## config.mk

```make
export PLATFORM = sky130hd
export DESIGN_NAME = mips_multicycle_control
export DESIGN_NICKNAME = d
export VERILOG_FILES = /design/src/rtl/mips_multicycle_control.sv
export SDC_FILE = /design/constraint.sdc
export NUM_CORES = 1
export LEC_CHECK = 0
export CAP_MARGIN = 20
export CORE_UTILIZATION = 27
export CTS_CLUSTER_DIAMETER = 60
export CTS_CLUSTER_SIZE = 40
export DETAILED_ROUTE_END_ITERATION = 8
export PLACE_DENSITY_LB_ADDON = 0.05
export SLEW_MARGIN = 40
export SYNTH_ARGS = -nofsm -noshare
export SYNTH_HDL_FRONTEND = slang
export SYNTH_SLANG_ARGS = --single-unit
```

## constraint.sdc

```tcl
create_clock -name clk -period 1.3 [get_ports clk]
set_input_delay 0.13 -clock clk [delete_from_list [all_inputs] [get_ports clk]]
set_output_delay 0.13 -clock clk [all_outputs]
set_load 0.005 [all_outputs]
```

## src/rtl/mips_multicycle_control.sv

```systemverilog
// ---------------------------------------------------------------------------
// mips_multicycle_control
//
// Control FSM for a multi-cycle MIPS datapath. Each instruction runs through
// fetch, decode and one to three instruction-specific states, one state per
// cycle. Fetch, load and store hold a memory request until mem_ready.
//
// Supported instructions: R-type add/sub/and/or/slt, lw, sw, beq, addi, j.
// Any other opcode or funct pulses illegal_op in DECODE and returns to FETCH.
//
// Ports
//   clk, reset_n       rising-edge clock, asynchronous active-low reset
//   run                level; leaves IDLE and starts fetching (IDLE only)
//   opcode, funct      IR[31:26] / IR[5:0], valid from DECODE onward
//   zero               ALU zero flag (the datapath gates beq with it)
//   mem_ready          memory finishes the current request this cycle
//   mem_req/mem_we/iord         memory request, write qualifier, address mux
//   ir_write, pc_write, pc_write_cond, pc_source   IR and PC load control
//   alu_src_a, alu_src_b, alu_sel                  ALU operand and op select
//   reg_write, reg_dst, mem_to_reg                 register file write path
//   illegal_op         one-cycle pulse on an unsupported instruction
//   state_o            current state encoding, for debug
// ---------------------------------------------------------------------------
module mips_multicycle_control #(
    parameter int ALU_SEL_W = 4,
    parameter int OPC_W     = 6
) (
    input  logic                 clk,
    input  logic                 reset_n,
    input  logic                 run,
    input  logic [OPC_W-1:0]     opcode,
    input  logic [OPC_W-1:0]     funct,
    input  logic                 zero,
    input  logic                 mem_ready,
    output logic                 mem_req,
    output logic                 mem_we,
    output logic                 iord,
    output logic                 ir_write,
    output logic                 pc_write,
    output logic                 pc_write_cond,
    output logic [1:0]           pc_source,
    output logic                 alu_src_a,
    output logic [1:0]           alu_src_b,
    output logic [ALU_SEL_W-1:0] alu_sel,
    output logic                 reg_write,
    output logic                 reg_dst,
    output logic                 mem_to_reg,
    output logic                 illegal_op,
    output logic [3:0]           state_o
);

    typedef enum logic [3:0] {
        S_IDLE     = 4'd0,
        S_FETCH    = 4'd1,
        S_DECODE   = 4'd2,
        S_MEMADR   = 4'd3,
        S_MEMREAD  = 4'd4,
        S_MEMWB    = 4'd5,
        S_MEMWRITE = 4'd6,
        S_EXECUTE  = 4'd7,
        S_ALUWB    = 4'd8,
        S_BRANCH   = 4'd9,
        S_ADDIEX   = 4'd10,
        S_ADDIWB   = 4'd11,
        S_JUMP     = 4'd12
    } state_t;

    localparam logic [ALU_SEL_W-1:0] ALU_AND = ALU_SEL_W'(4'b0000);
    localparam logic [ALU_SEL_W-1:0] ALU_OR  = ALU_SEL_W'(4'b0001);
    localparam logic [ALU_SEL_W-1:0] ALU_ADD = ALU_SEL_W'(4'b0010);
    localparam logic [ALU_SEL_W-1:0] ALU_SUB = ALU_SEL_W'(4'b0110);
    localparam logic [ALU_SEL_W-1:0] ALU_SLT = ALU_SEL_W'(4'b0111);

    localparam logic [OPC_W-1:0] OP_RTYPE = OPC_W'(6'h00);
    localparam logic [OPC_W-1:0] OP_LW    = OPC_W'(6'h23);
    localparam logic [OPC_W-1:0] OP_SW    = OPC_W'(6'h2B);
    localparam logic [OPC_W-1:0] OP_BEQ   = OPC_W'(6'h04);
    localparam logic [OPC_W-1:0] OP_ADDI  = OPC_W'(6'h08);
    localparam logic [OPC_W-1:0] OP_J     = OPC_W'(6'h02);

    localparam logic [OPC_W-1:0] FN_ADD = OPC_W'(6'h20);
    localparam logic [OPC_W-1:0] FN_SUB = OPC_W'(6'h22);
    localparam logic [OPC_W-1:0] FN_AND = OPC_W'(6'h24);
    localparam logic [OPC_W-1:0] FN_OR  = OPC_W'(6'h25);
    localparam logic [OPC_W-1:0] FN_SLT = OPC_W'(6'h2A);

    state_t state_q;
    state_t state_d;
    logic   funct_ok;

    // The branch decision is taken in the datapath (pc_write_cond & zero),
    // so the flag is intentionally not consumed here.
    logic unused_zero;
    assign unused_zero = zero;

    assign funct_ok = (funct == FN_ADD) || (funct == FN_SUB) || (funct == FN_AND) ||
                      (funct == FN_OR)  || (funct == FN_SLT);

    // NOTE: state registers use non-blocking assignment so every flop samples
    // the pre-edge value; a blocking '=' here would create order-dependent
    // simulation that no longer matches the synthesized flops.
    always_ff @(posedge clk or negedge reset_n) begin
        if (!reset_n) begin
            state_q <= S_IDLE;
        end else begin
            state_q <= state_d;
        end
    end

    always_comb begin
        // NOTE: every output and state_d gets a default before the case, so
        // paths that do not mention a signal cannot infer a latch.
        state_d       = state_q;
        mem_req       = 1'b0;
        mem_we        = 1'b0;
        iord          = 1'b0;
        ir_write      = 1'b0;
        pc_write      = 1'b0;
        pc_write_cond = 1'b0;
        pc_source     = 2'b00;
        alu_src_a     = 1'b0;
        alu_src_b     = 2'b00;
        alu_sel       = ALU_AND;
        reg_write     = 1'b0;
        reg_dst       = 1'b0;
        mem_to_reg    = 1'b0;
        illegal_op    = 1'b0;

        case (state_q)
            S_IDLE: begin
                if (run) state_d = S_FETCH;
            end
            S_FETCH: begin
                // PC + 4 is computed every fetch cycle, but the PC and IR only
                // load in the cycle memory actually returns the instruction.
                mem_req   = 1'b1;
                alu_src_b = 2'b01;
                alu_sel   = ALU_ADD;
                if (mem_ready) begin
                    ir_write = 1'b1;
                    pc_write = 1'b1;
                    state_d  = S_DECODE;
                end
            end
            S_DECODE: begin
                // Branch target is precomputed speculatively into ALUOut.
                alu_src_b = 2'b11;
                alu_sel   = ALU_ADD;
                case (opcode)
                    OP_RTYPE: begin
                        if (funct_ok) begin
                            state_d = S_EXECUTE;
                        end else begin
                            illegal_op = 1'b1;
                            state_d    = S_FETCH;
                        end
                    end
                    OP_LW, OP_SW: state_d = S_MEMADR;
                    OP_BEQ:       state_d = S_BRANCH;
                    OP_ADDI:      state_d = S_ADDIEX;
                    OP_J:         state_d = S_JUMP;
                    default: begin
                        illegal_op = 1'b1;
                        state_d    = S_FETCH;
                    end
                endcase
            end
            S_MEMADR: begin
                alu_src_a = 1'b1;
                alu_src_b = 2'b10;
                alu_sel   = ALU_ADD;
                state_d   = (opcode == OP_LW) ? S_MEMREAD : S_MEMWRITE;
            end
            S_MEMREAD: begin
                mem_req = 1'b1;
                iord    = 1'b1;
                if (mem_ready) state_d = S_MEMWB;
            end
            S_MEMWB: begin
                reg_write  = 1'b1;
                mem_to_reg = 1'b1;
                state_d    = S_FETCH;
            end
            S_MEMWRITE: begin
                mem_req = 1'b1;
                mem_we  = 1'b1;
                iord    = 1'b1;
                if (mem_ready) state_d = S_FETCH;
            end
            S_EXECUTE: begin
                alu_src_a = 1'b1;
                case (funct)
                    FN_SUB:  alu_sel = ALU_SUB;
                    FN_AND:  alu_sel = ALU_AND;
                    FN_OR:   alu_sel = ALU_OR;
                    FN_SLT:  alu_sel = ALU_SLT;
                    default: alu_sel = ALU_ADD;
                endcase
                state_d = S_ALUWB;
            end
            S_ALUWB: begin
                reg_write = 1'b1;
                reg_dst   = 1'b1;
                state_d   = S_FETCH;
            end
            S_BRANCH: begin
                alu_src_a     = 1'b1;
                alu_sel       = ALU_SUB;
                pc_write_cond = 1'b1;
                pc_source     = 2'b01;
                state_d       = S_FETCH;
            end
            S_ADDIEX: begin
                alu_src_a = 1'b1;
                alu_src_b = 2'b10;
                alu_sel   = ALU_ADD;
                state_d   = S_ADDIWB;
            end
            S_ADDIWB: begin
                reg_write = 1'b1;
                state_d   = S_FETCH;
            end
            S_JUMP: begin
                pc_write  = 1'b1;
                pc_source = 2'b10;
                state_d   = S_FETCH;
            end
            // Encodings 13-15: all outputs stay at their zero defaults and
            // the FSM recovers by fetching the next instruction.
            default: state_d = S_FETCH;
        endcase
    end

    assign state_o = state_q;

endmodule

```

; ---- Word level (Yosys, flattened, before mapping)
; Index checks and enable logic that the tools add are counted.
[classes]
eq_ne = 26
mux = 26
reduce_logical = 15
[op_table]
columns = operator, n
row1 = "6-bit equality test, second input constant", 7
row2 = 4-bit one-hot mux with 8 select lines, 1
row3 = "4-bit equality test, second input constant", 5
row4 = 4-bit one-hot mux with 5 select lines, 1
row5 = "4-bit by 3-bit equality test with 1-bit output, second input constant", 4
row6 = 4-bit 2-to-1 mux, 4
row7 = 1-bit 2-to-1 mux, 12
row8 = 3-bit one-hot mux with 4 select lines, 1
row9 = 3-bit one-hot mux with 3 select lines, 1
row10 = "4-bit by 2-bit equality test with 1-bit output, second input constant", 2
row11 = "2-bit inequality test, second input constant", 4
row12 = 4-bit OR reduction, 2
row13 = "6-bit by 2-bit equality test with 1-bit output, second input constant", 1
row14 = "6-bit by 3-bit equality test with 1-bit output, second input constant", 1
row15 = "6-bit by 4-bit equality test with 1-bit output, second input constant", 1
row16 = 6-bit zero test, 1
row17 = 2-bit one-hot mux with 3 select lines, 1
row18 = 2-bit OR reduction, 3
row19 = 3-bit OR reduction, 2
row20 = 5-bit OR reduction, 1
row21 = "4-bit by 1-bit equality test with 1-bit output, second input constant", 1
row22 = 4-bit zero test, 1
row23 = 1-bit logical OR, 4
row24 = 1-bit one-hot mux with 2 select lines, 2
row25 = 4 further kinds, 4
[word_totals]
register_bits = 4
in_bits = 17
wordCells = 68

; ---- Depth between registers and ports, before layout
; Gate-level depths: netlist of the first run.
[logic_depth]
ltp_word = 8
depth_mapped = 5

; ---- Worst setup path after synthesis of the first run
; No wires, ideal clock.
[synth_path]
path_type = reg2out
start = register state_q[2], in the netlist state_o[2]
end = output reg_write
arrival_time_ns = 1.129
t_required_ns = 1.170
path_slack_ns = 0.041
path_stages_with_launch = 5
cell_sequence = dfrtp_1 -> buf_2 -> nand2b_1 -> nor3_1 -> a21o_1
[synth_between]
elab_chain_len = 3
elab_cells_between_ends = 5
cone_classes = 3 x eq/ne / 1 x mux / 1 x reduce/logical
[synth_rtl]
columns = element, line
row1 = start: declaration, 87  ; state_t state_q;
row2 = start signal: assignment, 106  ; state_q <= state_d;
row3 = 4-bit by 3-bit equality test with 1-bit output / 4-bit equality test (equally long branches), 129  ; case (state_q)
row4 = 3-bit OR reduction (no line) (*), -
row5 = 1-bit 2-to-1 mux (*), 129
row6 = end: declaration, 45  ; output logic reg_write,
; Every way passes the cells marked *; elsewhere a longest branch is shown, timed or not.

; ---- Worst setup path after layout of the first run
; Ends and elaborated chain as after synthesis.

==> results of run 1 <==
==> synth_stat cells <==
cell / instances
a311oi_1: 2
nand4_1: 1
o22ai_1: 1
a21boi_0: 1
nand3b_1: 1
o22a_1: 1
mux2i_1: 3
xnor2_1: 1
and3_1: 1
a211o_1: 1
nor2_1: 13
clkbuf_1: 1
buf_4: 3
nand3_1: 2
a2111oi_0: 1
maj3_2: 1
or3_1: 1
and2_1: 1
o31ai_1: 2
xor2_1: 1
a21oi_1: 3
a22oi_1: 1
nor3_1: 2
a31o_2: 1
conb_1: 1
inv_1: 3
nor3b_1: 1
o21a_1: 1
dfrtp_1: 4
a2bb2oi_1: 1
a31oi_1: 4
nand2_1: 6
nor2b_1: 3
a21o_1: 1
nand2b_1: 7
clkbuf_2: 1
nor4_2: 1
or2_2: 2
o21ai_0: 7
a32o_1: 1
nor4b_1: 4
buf_2: 4
nor4_1: 1
==> power breakdown <==
group	leakage (nW)	switching (mW)	internal, mW	total (mW)
sequential	0.0461	0.0784	0.181	0.259
clock	0.0138	0.0514	0.103	0.155
combinational	0.817	1.28	1.76	3.04
==> stage by stage <==
stage	cells	worst slack, ns	area [um^2]
finish	219	-0.288	1920
global route	219	-0.366	1920
CTS	216	-0.250	1830
detailed placement	189	-0.717	1290
global placement	189	-0.659	1290
floorplan	99	0.0411	683
==> final timing paths <==
| kind | depth (start not counted) | end | start |
|---|---|---|---|
| max | 5 | reg_write | state_o[2] |
| min | 1 | state_o[3] | reset_n |
| max reg2reg | 7 | state_o[1] | state_o[0] |
| min reg2reg | 3 | state_o[3] | state_o[0] |
| max in group asynchronous | 1 | state_o[1] | reset_n |
| min in group clk | 5 | state_o[1] | opcode[1] |
==> final cells by class <==
type                    instances  area (um^2)  share of cell area (%)
repair buffers                 98          925                    48.1
flip-flops and latches          4          105                    5.47
multi-input cells              83          820                    42.7
well taps                      28         35.0                    1.82
clock buffers                   3         22.5                    1.17
inverters                       3         13.8                   0.717
==> metal layers <==
metal  vias to the layer above  wire length [um]  global-route usage [%]
met3                        19               234                    3.19
li1                        551                 -                       -
met4                         0               175                    14.0
met5                         -                 0                       0
met1                       571              1610                    30.0
met2                        75              2080                    51.5
==> critical path, cell delays in order, from the launching register on <==
cell and delay (ns):
dfrtp_2 0.44, buf_12 0.15, nand2b_4 0.18, mux2i_1 0.18, a21o_1 0.16, buf_2 0.11
==> cells by family after synthesis <==
family / count (synthesis)
DFF: 4
muxes: 3
other: 1
buffers and inverters: 12
AOI/OAI and AO/OA: 29
and+or+nand+nor: 47
adders and majority gates: 1
xor gates and xnor gates: 2
==> repair_timing <==
| item | in CTS | in global routing |
|---|---|---|
| hold endpoints to repair | 0 | 0 |
| resized for setup | 207 | 23 |
| setup buffers | 25 | 7 |
| cloned | 1 | 0 |
| endpoints found under the setup margin | 26 | 26 |
| pin swaps | 28 | 12 |
==> out/metrics.csv, run 1 <==
metric,value,unit
DR iter-0 viols,21,
die area,2740,um^2
Root Buffer,clkbuf_4,
RSZ-0062 raised after global routing,yes,
post-synthesis adder-cell area fraction,1.65,%
status,"complete, but fails checks",
layout cells sized above 1,73.8,%
Critical Path Fanout Max,5,
FF-to-FF setup slack,-0.27,ns
hold slack final,0.0998,ns
Finished Core Util,83.6,%
vias in the first global route,1178,
CTS Buf Count,3,
Post-DP HPWL,1880,um
synth unique cells,43,
port bufs,37,
routed via count,1216,
Syn Nets,116,
dominant cell type by area after synthesis,dfrtp_1,
Synth Area in Compound Gates,28.9,%
CP required,1.17,ns
Max Cap Violations,0,
Site Rows,17,
Final Net Count,210,
Synth Register Bits,4,
largest net degree at the start of global routing,8,
endpoints failing setup,22,
fillers,132,
initial core utilization,29.7,%
Mean Syn Cell Area,6.90,um^2
post-synthesis sequential area ratio,14.7,%
Vias/cell,5.55,
Die Span X,52.3,um
Syn Std Cell Area,683,um^2
Ys Warns,0,
wire per inst,18.7,um
Synth top area share,14.7,%
final setup TNS,-4.43,ns
Pre-antenna DRT Iters,4,
initial antenna violation count,0,
Worst-path clk slew,0.04,ns
gr ovfl total,0,
Power Dens Cells,1800,nW/um^2
"commonest non-fill, non-tap cell in the layout",buf_6,
diode count,0,
gpl congestion,0.760,
Leak,0.877,nW
worst skew pair latency,0.24,ns
first-pass GRT wire length,5460,um
Final Hold Viols,0,
Synth Area in Simple Gates,38.1,%
crit start category,flip-flop,
largest family of logic cells by synthesized area,simple AND/OR/NAND/NOR gates,
TritonCTS clock tree,yes,
core area,2300,um^2
clk buf depth,2,
ranking of synthesized cells by area,"dfrtp_1 (15%), nor2_1 (7.1%), nand2b_1 (6.4%)",
crit path kind,flip-flop to output port,
cells after synthesis,99,
Max Slew Vio Count,0,
GRT Util Overall,27.6,%
Worst Skew,0.00512,ns
P&R area growth vs syn,181,%
Worst VDD drop,1560,uV
htree depth,1,
CTS sink count,4,
post-cts hold buffer count,0,
overall routed net length,4090,um
fin crit share,122,%
top achievable clock speed,630,MHz
Final Total Pwr,3.45,mW
worst min path class,primary input to asynchronous set/reset pin,
post-route minimum period,1.59,ns
failing checks,setup timing,
DRC violations left,0,
# IOs,40,
post-synthesis mux area share,4.40,%
Worst EP arrival,1.46,ns
Post-Synth XOR/XNOR Area,2.56,%
Routed Antenna Nets,0,
Die Ht,52.3,um
Largest register FFs,4,
most frequent cells in the layout,"buf_6 (31), buf_4 (28), buf_2 (18)",
Setup WS post-layout,-0.288,ns
Setup crit end kind,output port,
Power figures use the tool's default switching activity.
==> run 2: changes to the inputs <==
CTS_CLUSTER_SIZE = default   (was 40)
DONT_BUFFER_PORTS = 1   (was default)
SKIP_CTS_REPAIR_TIMING = 1   (was default)
==> run 2 against run 1 <==
Effect of this change: wire length shrank 47%; clock power about the same; critical path depth shrank 2; sequential power increased by 2%; the run still ends with setup timing left.
==> out/metrics.csv, run 2 (synthesis gave the netlist of run 1 again) <==
metric,value,unit,change
first-pass GRT wire length,3290,um,-40%
failing checks,setup timing,,
top achievable clock speed,678,MHz,+7.7%
Worst Skew,0.00242,ns,-0.00271 ns
overall routed net length,2190,um,-47%
fillers,251,,+90%
fin crit share,113,%,-8.8 points
CTS Buf Count,3,,unchanged
Root Buffer,clkbuf_4,,
Routed Antenna Nets,0,,unchanged
diode count,0,,unchanged
vias in the first global route,750,,-36%
Post-DP HPWL,1690,um,-9.9%
crit path kind,flip-flop to output port,,
most frequent cells in the layout,"buf_4 (22), nor2_1 (7), o21ai_0 (6)",,
Max Slew Vio Count,0,,unchanged
"worst slack, placed",-0.0155,ns,+0.701 ns
gr ovfl total,0,,unchanged
# IOs,40,,unchanged
endpoints failing setup,16,,-27%
Final Net Count,138,,-34%
Die Ht,52.3,um,unchanged
Leak,0.383,nW,-56%
layout cells sized above 1,47.1,%,-27 points
Setup WS post-layout,-0.174,ns,+0.114 ns
core area,2300,um^2,unchanged
fin cells,147,,-33%
initial core utilization,29.7,%,unchanged
Worst VDD drop,987,uV,-37%
Largest register FFs,4,,unchanged
Finished Core Util,43.2,%,-40 points
die area,2740,um^2,unchanged
Die Span X,52.3,um,unchanged
P&R area growth vs syn,45.4,%,
status,"complete, but fails checks",,
Worst EP arrival,1.34,ns,-0.12 ns
gpl congestion,0.798,,+5.1%
crit start category,flip-flop,,
Power Dens Cells,1830,nW/um^2,+2.0%
htree depth,1,,unchanged
largest net degree at the start of global routing,11,,+3
post-route cell area,993,um^2,-48%
worst skew pair latency,0.23,ns,about the same
wire per inst,14.9,um,-20%
DRC violations left,0,,unchanged
GRT Util Overall,16.1,%,-11 points
DR iter-0 viols,8,,-62%
Area after DPL,810,um^2,-37%
Max Cap Violations,0,,unchanged
initial antenna violation count,0,,unchanged
worst min path class,primary input to flip-flop,,
cell count after placement,137,,-28%
Final Hold Viols,0,,unchanged
port bufs,0,,-100%
Worst-path clk slew,0.04,ns,about the same
clk buf depth,2,,unchanged
routed via count,819,,-33%
Site Rows,17,,unchanged
Setup crit end kind,output port,,
CP required,1.17,ns,about the same
Critical Path Fanout Max,7,,+2
post-route minimum period,1.47,ns,-0.114 ns
RSZ-0062 raised after global routing,yes,,
Vias/cell,5.57,,+0.34%
"commonest non-fill, non-tap cell in the layout",buf_4,,
Pre-antenna DRT Iters,4,,unchanged
TritonCTS clock tree,yes,,
CTS sink count,4,,unchanged
run 2: cell count changes in the layout (fill, tap and decap cells not counted), moves of 4 or more:
cell	previous run	this run
buf_2	18	0
nand2b_4	7	1
buf_6	31	3
nor4b_1	0	4
buf_4	28	22
clkdlybuf4s15_2	4	0
buf_8	4	0
nand2b_1	0	4
clkdlybuf4s15_1	5	0
run 2: critical path, cell delays in order, from the launching register on:
cell     delay, ns
dfrtp_2       0.43
buf_6         0.14
or3_4         0.37
a21oi_4       0.16
run 2: worst paths after layout:
check / from / to / slack, ns / cells after the start
worst max-delay path: state_o[1] / mem_req / -0.17 / 3
worst min-delay path: mem_ready / state_o[2] / 0.10 / 2
worst max register to register: state_o[2] / state_o[0] / -0.08 / 6
worst min register to register: state_o[3] / state_o[0] / 0.74 / 2
max in group asynchronous: reset_n / state_o[3] / 0.94 / 1
min in group asynchronous: reset_n / state_o[0] / 0.17 / 1
run 2: where the power goes:
part           leakage, nW  switching, mW  internal (mW)
registers           0.0461         0.0829          0.181
clock network       0.0138         0.0494          0.103
logic                0.323          0.671          0.733
run 2: stage by stage:
stage               hold slack, ns  power (mW)  TNS, ns
finish                       0.100        1.82    -1.32
global route                 0.124        1.98    -2.56
CTS                         -0.415        1.46    -2.38
detailed placement          -0.166        1.30  -0.0155
global placement            -0.166        1.30        0
floorplan                   -0.166       0.909        0
run 2: area by class of cell:
type                       instances  area [um^2]  share of cell area [%]
sequential                         4          105                    10.6
inverter                           3         15.0                    1.51
multi-input combinational         83          607                    61.1
clock buffer                       3         22.5                    2.27
timing repair buffer              26          209                    21.0
tap                               28         35.0                    3.53
run 2: per-layer routing:
metal,up-vias,track usage (%),part of all wire (%)
met3,2,2.61,5.4
met4,0,5.70,0.64
met2,30,27.2,49
li1,406,-,-
met1,381,20.3,45
met5,-,0,0
==> run 3: changes to the inputs <==
clock period = 1.22 ns   (was 1.3 ns; I/O delays follow)
==> run 3 against run 2 <==
Effect of this change: flip-flop and latch count did not move; clock power rose by 7%; wire length did not move; sequential share of layout area fell by 0.99 points; largest power group unchanged; the run still ends with setup timing left; first-iteration DRC count did not move; hold slack got worse by 0.019 ns; critical path depth did not move.
==> out/metrics.csv, run 3 (synthesis gave the netlist of run 1 again) <==
metric,value,unit,change
initial core utilization,29.7,%,unchanged
cell count after placement,140,,+2.2%
CP required,1.10,ns,-0.07 ns
register share of total power,13.5,%,-1.0 points
top achievable clock speed,683,MHz,
Critical Path Fanout Max,6,,-1
gpl congestion,0.690,,-14%
Leak,0.429,nW,+12%
Root Buffer,clkbuf_4,,
Worst Skew,0.00145,ns,-0.000963 ns
Site Rows,17,,unchanged
CP max-delay cell,dfrtp_2,,
initial antenna violation count,0,,unchanged
Int Pwr,1.20,mW,+18%
CTS sink count,4,,unchanged
post-route minimum period,1.46,ns,
layout cells sized above 1,52.5,%,+5.4 points
Power Dens Cells,1930,nW/um^2,+5.5%
P_sw,0.922,mW,+15%
crit path kind,flip-flop to output port,,
Worst VDD drop,1120,uV,+14%
DR iter-0 viols,8,,unchanged
Max Slew Vio Count,0,,unchanged
switch share,43.5,%,-0.60 points
Setup WS post-layout,-0.244,ns,-0.0701 ns
DRC violations left,0,,unchanged
Worst R2R Start,state_o[2],,
crit start category,flip-flop,,
htree depth,1,,unchanged
GRT Util Overall,16.0,%,-0.11 points
Max Cap Violations,0,,unchanged
Worst Setup SP,state_o[2],,
Routed Antenna Nets,0,,unchanged
largest net degree at the start of global routing,14,,+3
Vias/cell,5.67,,+1.8%
Area after DPL,843,um^2,+4.2%
endpoints failing setup,20,,+4
gr ovfl total,0,,unchanged
vias in the first global route,718,,-4.3%
# IOs,40,,unchanged
Die Ht,52.3,um,unchanged
core area,2300,um^2,unchanged
Worst EP arrival,1.34,ns,about the same
Worst-path clk slew,0.03,ns,about the same
port bufs,0,,unchanged
combinational share of power,78.7,%,+1.6 points
Final Hold Viols,0,,unchanged
routed via count,851,,+3.9%
diode count,0,,unchanged
CTS Buf Count,3,,unchanged
"commonest non-fill, non-tap cell in the layout",buf_4,,
failing checks,setup timing,,
RSZ-0062 raised after global routing,yes,,
Clock power frac,7.7,%,-0.7 points
wire per inst,14.6,um,-2.0%
fin crit share,120,%,
Post-DP HPWL,1660,um,-2.0%
post-route cell area,1100,um^2,+10%
fin cells,150,,+2.0%
clk buf depth,2,,unchanged
die area,2740,um^2,unchanged
"critical path, cell by cell","buf_6, or3_4, a21oi_4",,
worst skew pair latency,0.24,ns,about the same
Final Net Count,141,,+2.2%
first-pass GRT wire length,3170,um,-3.6%
Finished Core Util,47.7,%,+4.5 points
Slowest Stage Delay on Critical Path,0.44,ns,about the same
Setup crit end kind,output port,,
worst min path class,primary input to flip-flop,,
status,"complete, but fails checks",,
Pre-antenna DRT Iters,4,,unchanged
TritonCTS clock tree,yes,,
Die Span X,52.3,um,unchanged
most frequent cells in the layout,"buf_4 (18), buf_6 (8), nor2_1 (7)",,
overall routed net length,2190,um,unchanged
hold_sp,mem_ready,,
P&R area growth vs syn,60.4,%,
Largest register FFs,4,,unchanged
## run 3: changes by cell type in the layout (fill, tap and decap cells not counted), moves of 2 or more
| cell | previous run | this run |
|---|---|---|
| buf_4 | 22 | 18 |
| buf_6 | 3 | 8 |
| buf_8 | 0 | 2 |
| nand2b_4 | 1 | 3 |
| nor4b_1 | 4 | 2 |
| nor4b_2 | 0 | 2 |
## run 3: worst max-delay path, delay by kind of cell, from the launching register on
kind	cells	cell delay, ns
compound gates	1	0.16
simple gates	1	0.37
flops	1	0.44
buf+inv	1	0.14
## run 3: layout make-up
type	instances	area, um^2
fill	234	1200
multi-input combinational	83	654
timing repair buffer	29	265
sequential	4	105
tap	28	35.0
clock buffer	3	22.5
inverter	3	13.8
## run 3: power groups by stage
stage | logic (mW) | clock network [mW] | registers (mW)
6_report | 1.67 | 0.164 | 0.287
5_1_grt | 1.82 | 0.183 | 0.302
4_1_cts | 1.17 | 0.174 | 0.276
3_5_place_dp | 1.16 | 0 | 0.277
3_3_place_gp | 1.16 | 0 | 0.274
2_1_floorplan | 0.741 | 0 | 0.238
## run 3: final timing paths
path	slack, ns	end	depth (start not counted)
worst max register to register	-0.14	state_o[0]	5
max in group asynchronous	0.87	state_o[3]	1
worst min register to register	0.75	state_o[2]	2
worst min-delay path	0.08	state_o[2]	2
worst max-delay path	-0.24	mem_req	3
min in group asynchronous	0.16	state_o[1]	1
## run 3: metal layers
| layer | wire (um) | track usage [%] |
|---|---|---|
| met4 | 0 | 5.26 |
| met2 | 1090 | 25.3 |
| met3 | 156 | 5.51 |
| met1 | 934 | 20.0 |
| met5 | 0 | 0 |
## run 3: stage by stage
stage               hold slack, ns  setup WS (ns)  total power [mW]  TNS (ns)
global route                0.0976         -0.314              2.30     -3.83
finish                      0.0812         -0.244              2.12     -2.37
floorplan                   -0.174       -0.00181             0.979  -0.00181
CTS                         -0.429         -0.356              1.62     -4.20
detailed placement          -0.174         -0.223              1.44    -0.441
global placement            -0.174         -0.160              1.43    -0.368
